## config.mk

```make
export PLATFORM = sky130hd
export DESIGN_NAME = peripheral_timmer_multi
export DESIGN_NICKNAME = d
export VERILOG_FILES = /design/src/rtl/peripheral_timmer_multi.sv
export SDC_FILE = /design/constraint.sdc
export NUM_CORES = 1
export LEC_CHECK = 0
export ABC_AREA = 1
export CORE_UTILIZATION = 40
export DETAILED_ROUTE_END_ITERATION = 8
export GPL_TIMING_DRIVEN = 0
export PLACE_DENSITY = 0.58
export SETUP_SLACK_MARGIN = 0.1
export SLEW_MARGIN = 10
export SYNTH_ARGS = -nofsm -noshare
export SYNTH_HDL_FRONTEND = slang
export SYNTH_SLANG_ARGS = --single-unit
```

## constraint.sdc

```tcl
create_clock -name clk -period 2.6 [get_ports clk]
set_input_delay 0.39 -clock clk [delete_from_list [all_inputs] [get_ports clk]]
set_output_delay 0.39 -clock clk [all_outputs]
set_load 0.02 [all_outputs]
```

## src/rtl/peripheral_timmer_multi.sv

```systemverilog
// Multi-channel programmable timer on the J1 I/O bus: per-channel prescaler, down-counter,
// reload, one-shot/periodic mode and sticky expiry flag. Optional irq output under `TIMMER_IRQ_EN`.
`timescale 1ns/1ps
module peripheral_timmer_multi #(
    parameter int N_CH  = 4,
    parameter int CNT_W = 16,
    parameter int PSC_W = 8
) (
    input  logic            clk,
    input  logic            rst,
    input  logic [15:0]     d_in,
    input  logic            cs,
    input  logic [3:0]      addr,
    input  logic            rd,
    input  logic            wr,
    output logic [15:0]     d_out,
    output logic [N_CH-1:0] tick_out
`ifdef TIMMER_IRQ_EN
    ,
    output logic            irq
`endif
);

    logic [N_CH-1:0]  r_en;
    logic [N_CH-1:0]  r_per;
    logic [N_CH-1:0]  r_exp;
    logic [N_CH-1:0]  r_tick;
    logic [PSC_W-1:0] r_psc    [N_CH];
    logic [PSC_W-1:0] r_pcnt   [N_CH];
    logic [CNT_W-1:0] r_reload [N_CH];
    logic [CNT_W-1:0] r_count  [N_CH];
    logic [15:0]      r_dout;
`ifdef TIMMER_IRQ_EN
    logic [N_CH-1:0]  r_irqen;
    logic             r_irq;
`endif

    logic [N_CH-1:0]  w_sel;
    logic [N_CH-1:0]  w_ctrl_wr;
    logic [N_CH-1:0]  w_reload_wr;
    logic [N_CH-1:0]  w_status_wr;
    logic [N_CH-1:0]  w_ctick;
    logic [N_CH-1:0]  w_expire;
    logic [N_CH-1:0]  w_irqen_rd;
    logic [15:0]      w_rdata;
    logic [15:0]      w_unused_din;

    assign w_unused_din = d_in;

`ifdef TIMMER_IRQ_EN
    assign w_irqen_rd = r_irqen;
`else
    assign w_irqen_rd = '0;
`endif

    always_comb begin
        // NOTE: every signal driven here gets a default first, so no latch is inferred.
        w_sel       = '0;
        w_ctrl_wr   = '0;
        w_reload_wr = '0;
        w_status_wr = '0;
        w_ctick     = '0;
        w_expire    = '0;
        for (int c = 0; c < N_CH; c++) begin
            w_sel[c]       = (addr[3:2] == 2'(c));
            w_ctrl_wr[c]   = cs && wr && w_sel[c] && (addr[1:0] == 2'd0);
            w_reload_wr[c] = cs && wr && w_sel[c] && (addr[1:0] == 2'd1);
            w_status_wr[c] = cs && wr && w_sel[c] && (addr[1:0] == 2'd3);
            w_ctick[c]     = r_en[c] && (r_pcnt[c] == r_psc[c]);
            w_expire[c]    = w_ctick[c] && (r_count[c] == '0);
        end
    end

    always_comb begin
        w_rdata = '0;
        for (int c = 0; c < N_CH; c++) begin
            if (w_sel[c]) begin
                case (addr[1:0])
                    2'd0:    w_rdata = {8'(r_psc[c]), 5'd0, w_irqen_rd[c], r_per[c], r_en[c]};
                    2'd1:    w_rdata = 16'(r_reload[c]);
                    2'd2:    w_rdata = 16'(r_count[c]);
                    default: w_rdata = {15'd0, r_exp[c]};
                endcase
            end
        end
    end

    always_ff @(posedge clk) begin
        if (rst) begin
            r_en   <= '0;
            r_per  <= '0;
            r_exp  <= '0;
            r_tick <= '0;
`ifdef TIMMER_IRQ_EN
            r_irqen <= '0;
`endif
            for (int c = 0; c < N_CH; c++) begin
                r_psc[c]    <= '0;
                r_pcnt[c]   <= '0;
                r_reload[c] <= '0;
                r_count[c]  <= '0;
            end
        end else begin
            for (int c = 0; c < N_CH; c++) begin
                // NOTE: state uses non-blocking assignments so every channel sees pre-edge values.
                if (w_ctrl_wr[c]) begin
                    r_en[c]  <= d_in[0];
                    r_per[c] <= d_in[1];
                    r_psc[c] <= d_in[8 +: PSC_W];
`ifdef TIMMER_IRQ_EN
                    r_irqen[c] <= d_in[2];
`endif
                end else if (w_expire[c] && !r_per[c]) begin
                    r_en[c] <= 1'b0;
                end

                if (w_reload_wr[c])
                    r_reload[c] <= d_in[CNT_W-1:0];

                // A re-arming CTRL write on a one-shot expiry reloads instead of leaving COUNT at 0.
                if (w_ctrl_wr[c] && d_in[0] && !r_en[c]) begin
                    r_count[c] <= r_reload[c];
                    r_pcnt[c]  <= '0;
                end else if (r_en[c]) begin
                    r_pcnt[c] <= w_ctick[c] ? '0 : r_pcnt[c] + PSC_W'(1);
                    if (w_ctick[c]) begin
                        if (r_count[c] != '0)
                            r_count[c] <= r_count[c] - CNT_W'(1);
                        else if (r_per[c] || (w_ctrl_wr[c] && d_in[0]))
                            r_count[c] <= r_reload[c];
                    end
                end else if (w_reload_wr[c]) begin
                    r_count[c] <= d_in[CNT_W-1:0];
                end

                r_tick[c] <= w_expire[c];
                if (w_expire[c])
                    r_exp[c] <= 1'b1;
                else if (w_status_wr[c] && d_in[0])
                    r_exp[c] <= 1'b0;
            end
        end
    end

    // Read data is captured mid-cycle so the J1 sees it at the next rising edge.
    always_ff @(negedge clk) begin
        if (rst)
            r_dout <= '0;
        else if (cs && rd)
            r_dout <= w_rdata;
        else
            r_dout <= '0;
    end

`ifdef TIMMER_IRQ_EN
    always_ff @(posedge clk) begin
        if (rst)
            r_irq <= 1'b0;
        else
            r_irq <= |(r_exp & r_irqen);
    end
    assign irq = r_irq;
`endif

    assign d_out    = r_dout;
    assign tick_out = r_tick;

endmodule

```

After elaboration in Yosys (flattened, before gate mapping)
Memories as Yosys holds them, arrays and structs flattened.
Index checks and enable logic that the tools add are counted.
{ "word_totals": {"register_bits": 32, "ram_bits": 192, "mem_count": 4, "out_inout_bits": 20} }
{ "op_classes": {"eq_ne": 10, "n_reduce_logical": 73, "mux": 182, "n_addsub": 8, "bitwise": 33} }
{ "memory_table": {"columns": ["memory", "depth", "word_bits", "read_ports", "rd_ports_with_merged_regs", "wr", "line_no", "text"], "rows": [
  ["r_count", 4, 16, 4, 0, 4, "31", "logic [CNT_W-1:0] r_count [N_CH];"],
  ["r_reload", 4, 16, 4, 0, 4, "30", "logic [CNT_W-1:0] r_reload [N_CH];"],
  ["r_pcnt", 4, 8, 4, 0, 4, "29", "logic [PSC_W-1:0] r_pcnt [N_CH];"],
  ["r_psc", 4, 8, 4, 0, 4, "28", "logic [PSC_W-1:0] r_psc [N_CH];"]
]} }
{ "ops": {"columns": ["op", "count"], "rows": [
  ["$mux 16", 24],
  ["$pmux 16 s3", 4],
  ["$mux 1", 138],
  ["$mux 8", 16],
  ["$logic_not 16->1", 4],
  ["$reduce_bool 16->1", 4],
  ["$sub 16x1->16 const B", 4],
  ["$logic_and 1x1->1", 42],
  ["$add 8x1->8 const B", 4],
  ["$eq 8x8->1", 4],
  ["$or 1x1->1", 32],
  ["$reduce_bool 2->1", 8],
  ["$eq 2x2->1 const B", 4],
  ["$logic_not 1->1", 8],
  ["$eq 2x1->1 const B", 2],
  ["$logic_not 2->1", 2],
  ["$logic_or 1x1->1", 4],
  ["$reduce_or 2->1", 1],
  ["$not 1->1", 1]
]} }

Depth between registers and ports, before layout
Gate-level depths: netlist (run 1).
{ "depth": {"ltp_word": 14, "depth_mapped": 13, "ltp_nobuf": 12} }

==> results.cfg, run 1 <==
[status]
result_of_the_run = complete, but fails checks
failed_checks = setup timing

[logic_synthesis]
yosys_most_used_dff = edfxtp_1
syn_inst = 1835
synthesis.nets = 1868
cell_type_with_the_highest_aggregate_area_in_the_netlist = edfxtp_1
synth_cell_types = 43
synth_enable_flop_cells = 192
avgSynthCellArea_um2 = 7.52
ys_top_cells_by_area = edfxtp_1 (42%), nand2_1 (13%), nor2_1 (8.9%)
synth-seq-cells = 224
async_flop_share_pct = 0
yosys_warnings = 0
ys_seq_area_share_pct = 46.4
fraction_of_post_synthesis_cell_area_in_the_top_cell_type_by_area_pct = 41.8
syn-cell-area_um2 = 13800

[power]
comb_power_share_pct = 11.7
power_switching_share_pct = 27.2
worst_ir_drop_vdd_v = 0.000472
power_leakage_uw = 0.00704
p_seq_share_pct = 43.8
clock_power_share_pct = 44.5
net-switching-power_uw = 2600
power.internal_uw = 6950
power.density_nw_per_um2 = 565

[critical_path]
endpoint_required_time_on_the_critical_path_ns = 2.21
worstRegToRegCells = 4
logic_depth_of_the_worst_path_buffers_included = 1
largest_fanout_of_any_net_on_the_critical_path = 1
worst-path-buf-inv = 1
timing.critical_path.slowest_stage_cell = dfxtp_2
crit_path_max_incr_delay_ns = 0.36
timing.critical_path.cells = buf_6
critPathTopFamily = flip-flops
critPathLaunchType = flop
critPathKind = flop to output pin
worst_ep_arrival_time_ns = 2.40
worst_setup_path_end_kind = output pin

[cells_and_area]
p_r_area_growth_vs_syn_pct = 22.4
post-route-util_pct = 50.0
drive_above_1_share_pct = 14.8
num-nets-final = 2007
num-fill-cells = 3302
n_diodes = 0

[cts]
clock_sink_count = 224
clock_tree_root_buffer_cell = clkbuf_16
cts_max_level = 1
worstSkewPairLatency_ns = 0.62
cts.clk_slew.worst_paths_ns = 0.06
cts_tree = yes
cts_made_buffers = 27
cts.path.max_buffers = 3

[floorplanning]
floorplan.initialDensity_pct = 40.9
core_area_um2 = 33800
die_width_um = 188
rows = 67
floorplan.io_pins = 45
dieArea_um2 = 35300
chipHeight_um = 188

[placed_design]
buffer_ports.inserted = 43
post-dp-hpwl_um = 39100
preCtsSetupSlack_ns = -1.72
gpl.final_weighted_congestion = 1.02

[routing]
vias = 13590
routed_wl_um = 53200
routed_via_density = 5.56
detail_route.drc_violations = 0
wire_per_inst_um = 21.8
drt_first_pass_iters = 6
drt-initial-drc-count = 1651
antenna_violating_nets_left = 0

[hold_path]
hold-path-cell-count = 2
hold_path_class = input port to flop

[timing]
maxSlewHeadroom_pct = 21.9
whs_ns = 0.0936
worst_slack_setup_final_ns = -0.191
timing.final.max_slew_violations = 0
worst-slew-pin-transition_ns = 1.17
final-hold-violation-count = 0
grt_setup_unrepaired = true
final.setup_skew_ns = 0.0625
timing.final.setup_violations = 17

[global_routing]
grt_pass1_vias = 12784
track_usage_pct = 29.9
antenna_found_initial = 0
wire_length_of_the_first_global_routing_pass_um = 79300
grt_start_max_net_pins = 17
grt.overflow.total = 0

[job]
drv_cap = 0
power groups by stage:
| stage | clock network, µW | logic [µW] | registers, µW |
|---|---|---|---|
| 6_report | 4250 | 1120 | 4180 |
| 5_1_grt | 4420 | 1190 | 4200 |
| 4_1_cts | 4260 | 1030 | 4180 |
| 3_5_place_dp | 40.1 | 966 | 4250 |
| 3_3_place_gp | 40.1 | 960 | 4250 |
| 2_1_floorplan | 40.1 | 575 | 4200 |
timing repair:
item,in CTS,in global routing
setup endpoints to repair,138,101
gates resized for setup,217,50
pin swaps,17,26
buffers inserted,21,30
hold buffers,0,0
state kept, by name, indices dropped and copies added (netlist names):
name      count
r_count      64
r_reload     64
d_out        16
r_pcnt       32
r_exp         4
r_per         4
r_en          4
r_psc        32
tick_out      4
cell families (layout without fill, tap and decap cells):
family | after synthesis | in the layout | synth area share, %
buf+inv | 308 | 468 | 8.77
flops | 224 | 224 | 46.4
fa+ha+maj | 8 | 8 | 0.725
xor+xnor | 57 | 57 | 3.62
simple gates | 1032 | 1032 | 31.7
compound gates | 206 | 206 | 8.80
metrics by stage:
stage / power (µW) / instance area [µm²] / TNS [ns] / cells
floorplan: 4820 / 14000 / 0 / 1835
global placement: 5250 / 15000 / -176.99 / 2326
detailed placement: 5260 / 15000 / -135.39 / 2327
CTS: 9470 / 16500 / -2.04 / 2413
global route: 9800 / 16900 / -2.29 / 2443
finish: 9550 / 16900 / -2.00 / 2443
placed cells by master, fill, tap and decap left out, types with 5 or more instances in the layout:
cell,instances
xnor2_1,11
clkbuf_1,18
xor2_1,46
nand4_1,51
o21ai_0,40
nand2_2,8
o2111ai_1,5
nor2_4,13
nand3_4,6
inv_1,233
clkbuf_16,29
buf_2,15
buf_6,22
clkinv_1,10
nand2_1,474
inv_2,20
ha_1,8
o22ai_1,17
clkbuf_4,9
nor3_1,14
o211ai_1,14
dfxtp_1,15
a41oi_2,5
nor2_2,12
clkdlybuf4s50_1,22
o21ai_1,22
nand3_1,111
edfxtp_1,192
o21ai_2,9
a21oi_2,5
buf_4,53
nor2_1,321
bufinv_16,6
o221ai_1,5
a21oi_1,56
dfxtp_2,17
synth_stat cells (3+ instances only):
library cell  instances
a21oi_1              62
a221oi_1              3
a31o_2                4
a31oi_1               4
a41oi_1               5
buf_1                 4
buf_2                20
buf_4                 3
clkbuf_1             30
clkinv_1              7
dfxtp_1              32
edfxtp_1            192
ha_1                  8
inv_1               231
inv_2                11
nand2_1             480
nand2_2               5
nand3_1             114
nand3_2               5
nand3b_1              3
nand4_1              51
nor2_1              327
nor2_2               10
nor2_4                9
nor3_1               15
nor3_2                3
nor3b_1               4
o2111ai_1            10
o211ai_1             14
o21ai_0              65
o21ai_1               8
o221ai_1              8
o22ai_1              22
xnor2_1              11
xor2_1               46
worst paths after layout:
path	slack, ns	start	endpoint
max	-0.19	d_out[13]$_SDFF_NP0_	d_out[13]
min	0.09	rst	r_exp[3]$_SDFFE_PP0P_
max reg2reg	0	r_count[1][15]$_SDFFCE_PN0P_	d_out[15]$_SDFF_NP0_
min reg2reg	0.49	r_exp[1]$_SDFFE_PP0P_	r_exp[1]$_SDFFE_PP0P_
metal layers:
metal | track usage, % | routed length [µm]
met2 | 47.2 | 23400
met3 | 3.93 | 5100
met5 | 0 | 0
met1 | 40.8 | 21900
met4 | 13.7 | 2800
layout make-up:
class	instances	area (µm²)	area share, %
Buffer	59	457	2.70
Clock buffer	33	708	4.19
Clock inverter	33	299	1.77
Inverter	248	967	5.72
Multi-Input combinational cell	1303	6630	39.2
Sequential cell	224	6430	38.0
Tap cell	448	561	3.32
Timing Repair Buffer	95	855	5.06
No activity file was read; power rests on OpenSTA's default activity.
==> inputs of run 2 (changes only) <==
--- a/config.mk
+++ b/config.mk
@@ -10,6 +10,7 @@
 export DETAILED_ROUTE_END_ITERATION = 8
 export GPL_TIMING_DRIVEN = 0
 export PLACE_DENSITY = 0.58
+export REMOVE_ABC_BUFFERS = 1
 export SETUP_SLACK_MARGIN = 0.1
 export SLEW_MARGIN = 10
 export SYNTH_ARGS = -nofsm -noshare
==> results.cfg, run 2 (synthesis results as in run 1) <==
[power]
worst_ir_drop_vdd_v = 0.000536
power.density_nw_per_um2 = 551
power_leakage_uw = 0.00711

[routing]
drt_first_pass_iters = 6
antenna_violating_nets_left = 0
vias = 13497
detail_route.drc_violations = 0
drt-initial-drc-count = 1690
wire_per_inst_um = 21.1
routed_wl_um = 51200
routed_via_density = 5.57

[critical_path]
worst_ep_arrival_time_ns = 2.39
timing.critical_path.cells = buf_6
ff2ff_setup_slack_ns = 0.02
critPathTopFamily = flip-flops
timing.critical_path.slowest_stage_cell = dfxtp_2
worstRegToRegCells = 4
crit_path_max_incr_delay_ns = 0.36
endpoint_required_time_on_the_critical_path_ns = 2.21
terminus_of_the_critical_flop_to_flop_path = d_out[11]$_SDFF_NP0_
worst_setup_path_end_kind = output pin
largest_fanout_of_any_net_on_the_critical_path = 1
critPathKind = flop to output pin
critPathLaunchType = flop
worst-path-buf-inv = 1
logic_depth_of_the_worst_path_buffers_included = 1
critical_path.reg2reg.startpoint = r_psc[0][3]$_SDFFCE_PN0P_

[floorplanning]
dieArea_um2 = 35300
core_area_um2 = 33800
die_width_um = 188
floorplan.io_pins = 45
rows = 67
chipHeight_um = 188
floorplan.initialDensity_pct = 40.9

[cells_and_area]
final_common_cell = nand2_1
largestRegisters = r_count x64, r_reload x64
final_cell_mix = nand2_1 (469), nor2_1 (320), inv_1 (238)
n_diodes = 0
p_r_area_growth_vs_syn_pct = 25.6
num-nets-final = 1987
layout.cells.non_filler = 2423
drive_above_1_share_pct = 16.0
post-route-util_pct = 51.3

[cts]
cts_tree = yes
cts_max_level = 1
worstSkewPairLatency_ns = 0.61
clock_sink_count = 224
clock_tree_root_buffer_cell = clkbuf_16
cts.clk_slew.worst_paths_ns = 0.06
cts_made_buffers = 27
cts.path.max_buffers = 3

[global_routing]
wire_length_of_the_first_global_routing_pass_um = 76100
antenna_found_initial = 0
grt.overflow.total = 0
grt_pass1_vias = 12562
grt_start_max_net_pins = 49
track_usage_pct = 28.5

[hold_path]
hp-start = rst
hold-path-cell-count = 2
holdPathEnd = tick_out[3]$_SDFF_PP0_
hold_path_class = input port to flop

[timing]
fin_tns_setup_ns = -2.02
maxSlewHeadroom_pct = 30.7
worst_slack_setup_final_ns = -0.180
whs_ns = 0.283
timing.final.setup_violations = 19
grt_setup_unrepaired = true
final-hold-violation-count = 0
timing.final.max_slew_violations = 0
worst-slew-pin-transition_ns = 1.04
final.setup_skew_ns = 0.0650

[status]
failed_checks = setup timing
result_of_the_run = complete, but fails checks

[placed_design]
place.detailed.instances = 2271
buffer_ports.inserted = 44
post-dp-hpwl_um = 32400
gpl.final_weighted_congestion = 0.940
preCtsSetupSlack_ns = -2.73

[job]
drv_cap = 0
[run 2: changes by cell type in the layout (fill, tap and decap cells not counted), moves of 6 or more]
cell      delta
buf_12      +13
buf_2       -15
buf_6        +6
clkbuf_1    -17
clkbuf_4     -9
inv_2        -7
nor2_4       +9
o22ai_1      -6
[run 2: worst max path at each step]
stage	start	to	slack, ns
2_1_floorplan	rst	d_out[11]$_SDFF_NP0_	-1.69
3_3_place_gp	rst	d_out[15]$_SDFF_NP0_	-5.27
3_5_place_dp	rst	d_out[15]$_SDFF_NP0_	-2.73
4_1_cts	d_out[6]$_SDFF_NP0_	d_out[6]	-0.17
5_1_grt	d_out[6]$_SDFF_NP0_	d_out[6]	-0.18
6_report	d_out[5]$_SDFF_NP0_	d_out[5]	-0.18
[run 2: cell type report]
class                           count  area (µm²)
Clock inverter                     34         263
Inverter                          248        1020
Clock buffer                       32         757
Timing Repair Buffer              123        1350
Fill cell                        3181       16400
Tap cell                          448         561
Timing Repair inverter              3        33.8
Sequential cell                   224        6440
Multi-Input combinational cell   1311        6930
[run 2: report_power, final]
part           internal [µW]  leakage, µW  switching [µW]
Sequential              4050      0.00218             122
Combinational            389      0.00437             807
Clock                   2440     0.000552            1750
Total                   6880      0.00711            2670
[run 2: worst reg2reg max path, cell delays in order, from the launching register on]
cell and delay, ns:
edfxtp_1 0.45, a21oi_2 0.16, o211ai_1 0.25, o2111ai_1 0.21
o21ai_1 0.12
[run 2: per-stage QoR]
| step | power [µW] | area (µm²) |
|---|---|---|
| CTS | 9430 | 16600 |
| finish | 9550 | 17300 |
| detailed placement | 5170 | 14600 |
| floorplan | 4770 | 13500 |
| global placement | 5150 | 14500 |
| global route | 9830 | 17300 |
[run 2: timing repair]
| action | 4_1_cts | 5_1_grt |
|---|---|---|
| pin swaps | 25 | 39 |
| setup buffers | 45 | 30 |
| hold buffers | 0 | 0 |
| gates cloned | 11 | 1 |
| setup endpoints to repair | 409 | 148 |
| resized for setup | 260 | 91 |
[run 2: per-layer routing]
metal | global-route usage [%] | vias up | wire length, µm
met5 | 0 | - | 0
met4 | 11.2 | 0 | 2060
met3 | 5.48 | 115 | 5420
met2 | 44.1 | 736 | 22600
met1 | 39.1 | 6371 | 21100
li1 | - | 6275 | -
==> inputs of run 3 (changes only) <==
--- a/config.mk
+++ b/config.mk
@@ -12,7 +12,7 @@
 export PLACE_DENSITY = 0.58
 export REMOVE_ABC_BUFFERS = 1
 export SETUP_SLACK_MARGIN = 0.1
-export SLEW_MARGIN = 10
+export SLEW_MARGIN = 40
 export SYNTH_ARGS = -nofsm -noshare
 export SYNTH_HDL_FRONTEND = slang
 export SYNTH_SLANG_ARGS = --single-unit
==> results.cfg, run 3 (synthesis results as in run 1) <==
[cells_and_area]
num-nets-final = 1972
post-route-util_pct = 50.7
p_r_area_growth_vs_syn_pct = 24.1
final_cell_mix = nand2_1 (466), nor2_1 (319), inv_1 (237)
drive_above_1_share_pct = 15.1
n_diodes = 0
layout.cells.non_filler = 2408
final_common_cell = nand2_1
largestRegisters = r_count x64, r_reload x64

[routing]
antenna_violating_nets_left = 0
vias = 13314
drt-initial-drc-count = 1587
drt_first_pass_iters = 6
routed_via_density = 5.53
routed_wl_um = 49900
detail_route.drc_violations = 0
wire_per_inst_um = 20.7

[status]
failed_checks = setup timing
result_of_the_run = complete, but fails checks

[global_routing]
grt_pass1_vias = 12216
track_usage_pct = 27.7
wire_length_of_the_first_global_routing_pass_um = 74100
antenna_found_initial = 1
grt.overflow.total = 0
grt_start_max_net_pins = 57

[critical_path]
largest_fanout_of_any_net_on_the_critical_path = 1
terminus_of_the_critical_flop_to_flop_path = d_out[11]$_SDFF_NP0_
critPathLaunchType = flop
critical_path.reg2reg.startpoint = r_psc[0][3]$_SDFFCE_PN0P_
ff2ff_setup_slack_ns = -0.04
timing.critical_path.cells = buf_6
endpoint_required_time_on_the_critical_path_ns = 2.21
timing.critical_path.slowest_stage_cell = dfxtp_4
critPathTopFamily = flip-flops
worst-path-buf-inv = 1
worst_ep_arrival_time_ns = 2.39
worstRegToRegCells = 4
critPathKind = flop to output pin
crit_path_max_incr_delay_ns = 0.35
worst_setup_path_end_kind = output pin

[cts]
cts_made_buffers = 27
cts.path.max_buffers = 3
clock_tree_root_buffer_cell = clkbuf_16
clock_sink_count = 224
cts.clk_slew.worst_paths_ns = 0.06
cts_max_level = 1
worstSkewPairLatency_ns = 0.62
cts_tree = yes

[job]
drv_cap = 0

[floorplanning]
core_area_um2 = 33800
dieArea_um2 = 35300
floorplan.initialDensity_pct = 40.9
rows = 67
chipHeight_um = 188
die_width_um = 188
floorplan.io_pins = 45

[power]
worst_ir_drop_vdd_v = 0.000604
power_leakage_uw = 0.00702
power.density_nw_per_um2 = 540

[timing]
maxSlewHeadroom_pct = 44.1
grt_setup_unrepaired = true
final-hold-violation-count = 0
timing.final.max_slew_violations = 0
whs_ns = 0.243
worst-slew-pin-transition_ns = 0.837
worst_slack_setup_final_ns = -0.180
timing.final.setup_violations = 20
final.setup_skew_ns = 0.0593

[placed_design]
preCtsSetupSlack_ns = -2.16
gpl.final_weighted_congestion = 0.940
place.detailed.instances = 2275
post-dp-hpwl_um = 32800
buffer_ports.inserted = 44

[hold_path]
hold-path-cell-count = 2
holdPathEnd = tick_out[3]$_SDFF_PP0_
hold_path_class = input port to flop
hp-start = rst
## run 3: power by group
part,switching [µW],internal [µW],total [µW],leakage [µW]
Combinational,780,369,1150,0.00431
Sequential,122,4050,4170,0.00218
Clock,1700,2230,3930,0.000529
Total,2600,6650,9250,0.00702
## run 3: final cells by class
cell class | count | area (µm²)
Fill cell | 3231 | 16700
Clock inverter | 35 | 206
Sequential cell | 224 | 6440
Timing Repair Buffer | 113 | 1250
Clock buffer | 31 | 743
Timing Repair inverter | 1 | 11.3
Multi-Input combinational cell | 1308 | 6910
Tap cell | 448 | 561
Inverter | 248 | 1010
## run 3: worst max-delay path by stage
stage,startpoint,endpoint,depth (start not counted)
finish,d_out[5]$_SDFF_NP0_,d_out[5],1
global route,d_out[6]$_SDFF_NP0_,d_out[6],1
detailed placement,addr[0],d_out[15]$_SDFF_NP0_,9
global placement,rst,d_out[15]$_SDFF_NP0_,6
CTS,d_out[6]$_SDFF_NP0_,d_out[6],1
floorplan,rst,d_out[11]$_SDFF_NP0_,5
## run 3: per-stage QoR
stage | total power [µW] | area [µm²] | setup TNS, ns
6_report | 9250 | 17100 | -2.36
5_1_grt | 9530 | 17100 | -2.74
4_1_cts | 9200 | 16600 | -2.44
3_5_place_dp | 5180 | 14700 | -298.11
3_3_place_gp | 5150 | 14500 | -1502.65
2_1_floorplan | 4770 | 13500 | -243.72
## run 3: layer usage
layer | global-route usage, % | vias to the layer above | routed length (µm)
met5 | 1.37 | - | 13
met4 | 11.7 | 2 | 2190
met3 | 5.13 | 116 | 5040
met2 | 42.6 | 674 | 21700
met1 | 38.1 | 6271 | 21000
li1 | - | 6251 | -
## run 3: timing repair
item	in CTS	in global routing
hold buffers	0	0
pin swaps	25	38
gates resized for setup	249	77
endpoints found under the setup margin	274	135
gates cloned	7	2
setup buffers	35	23
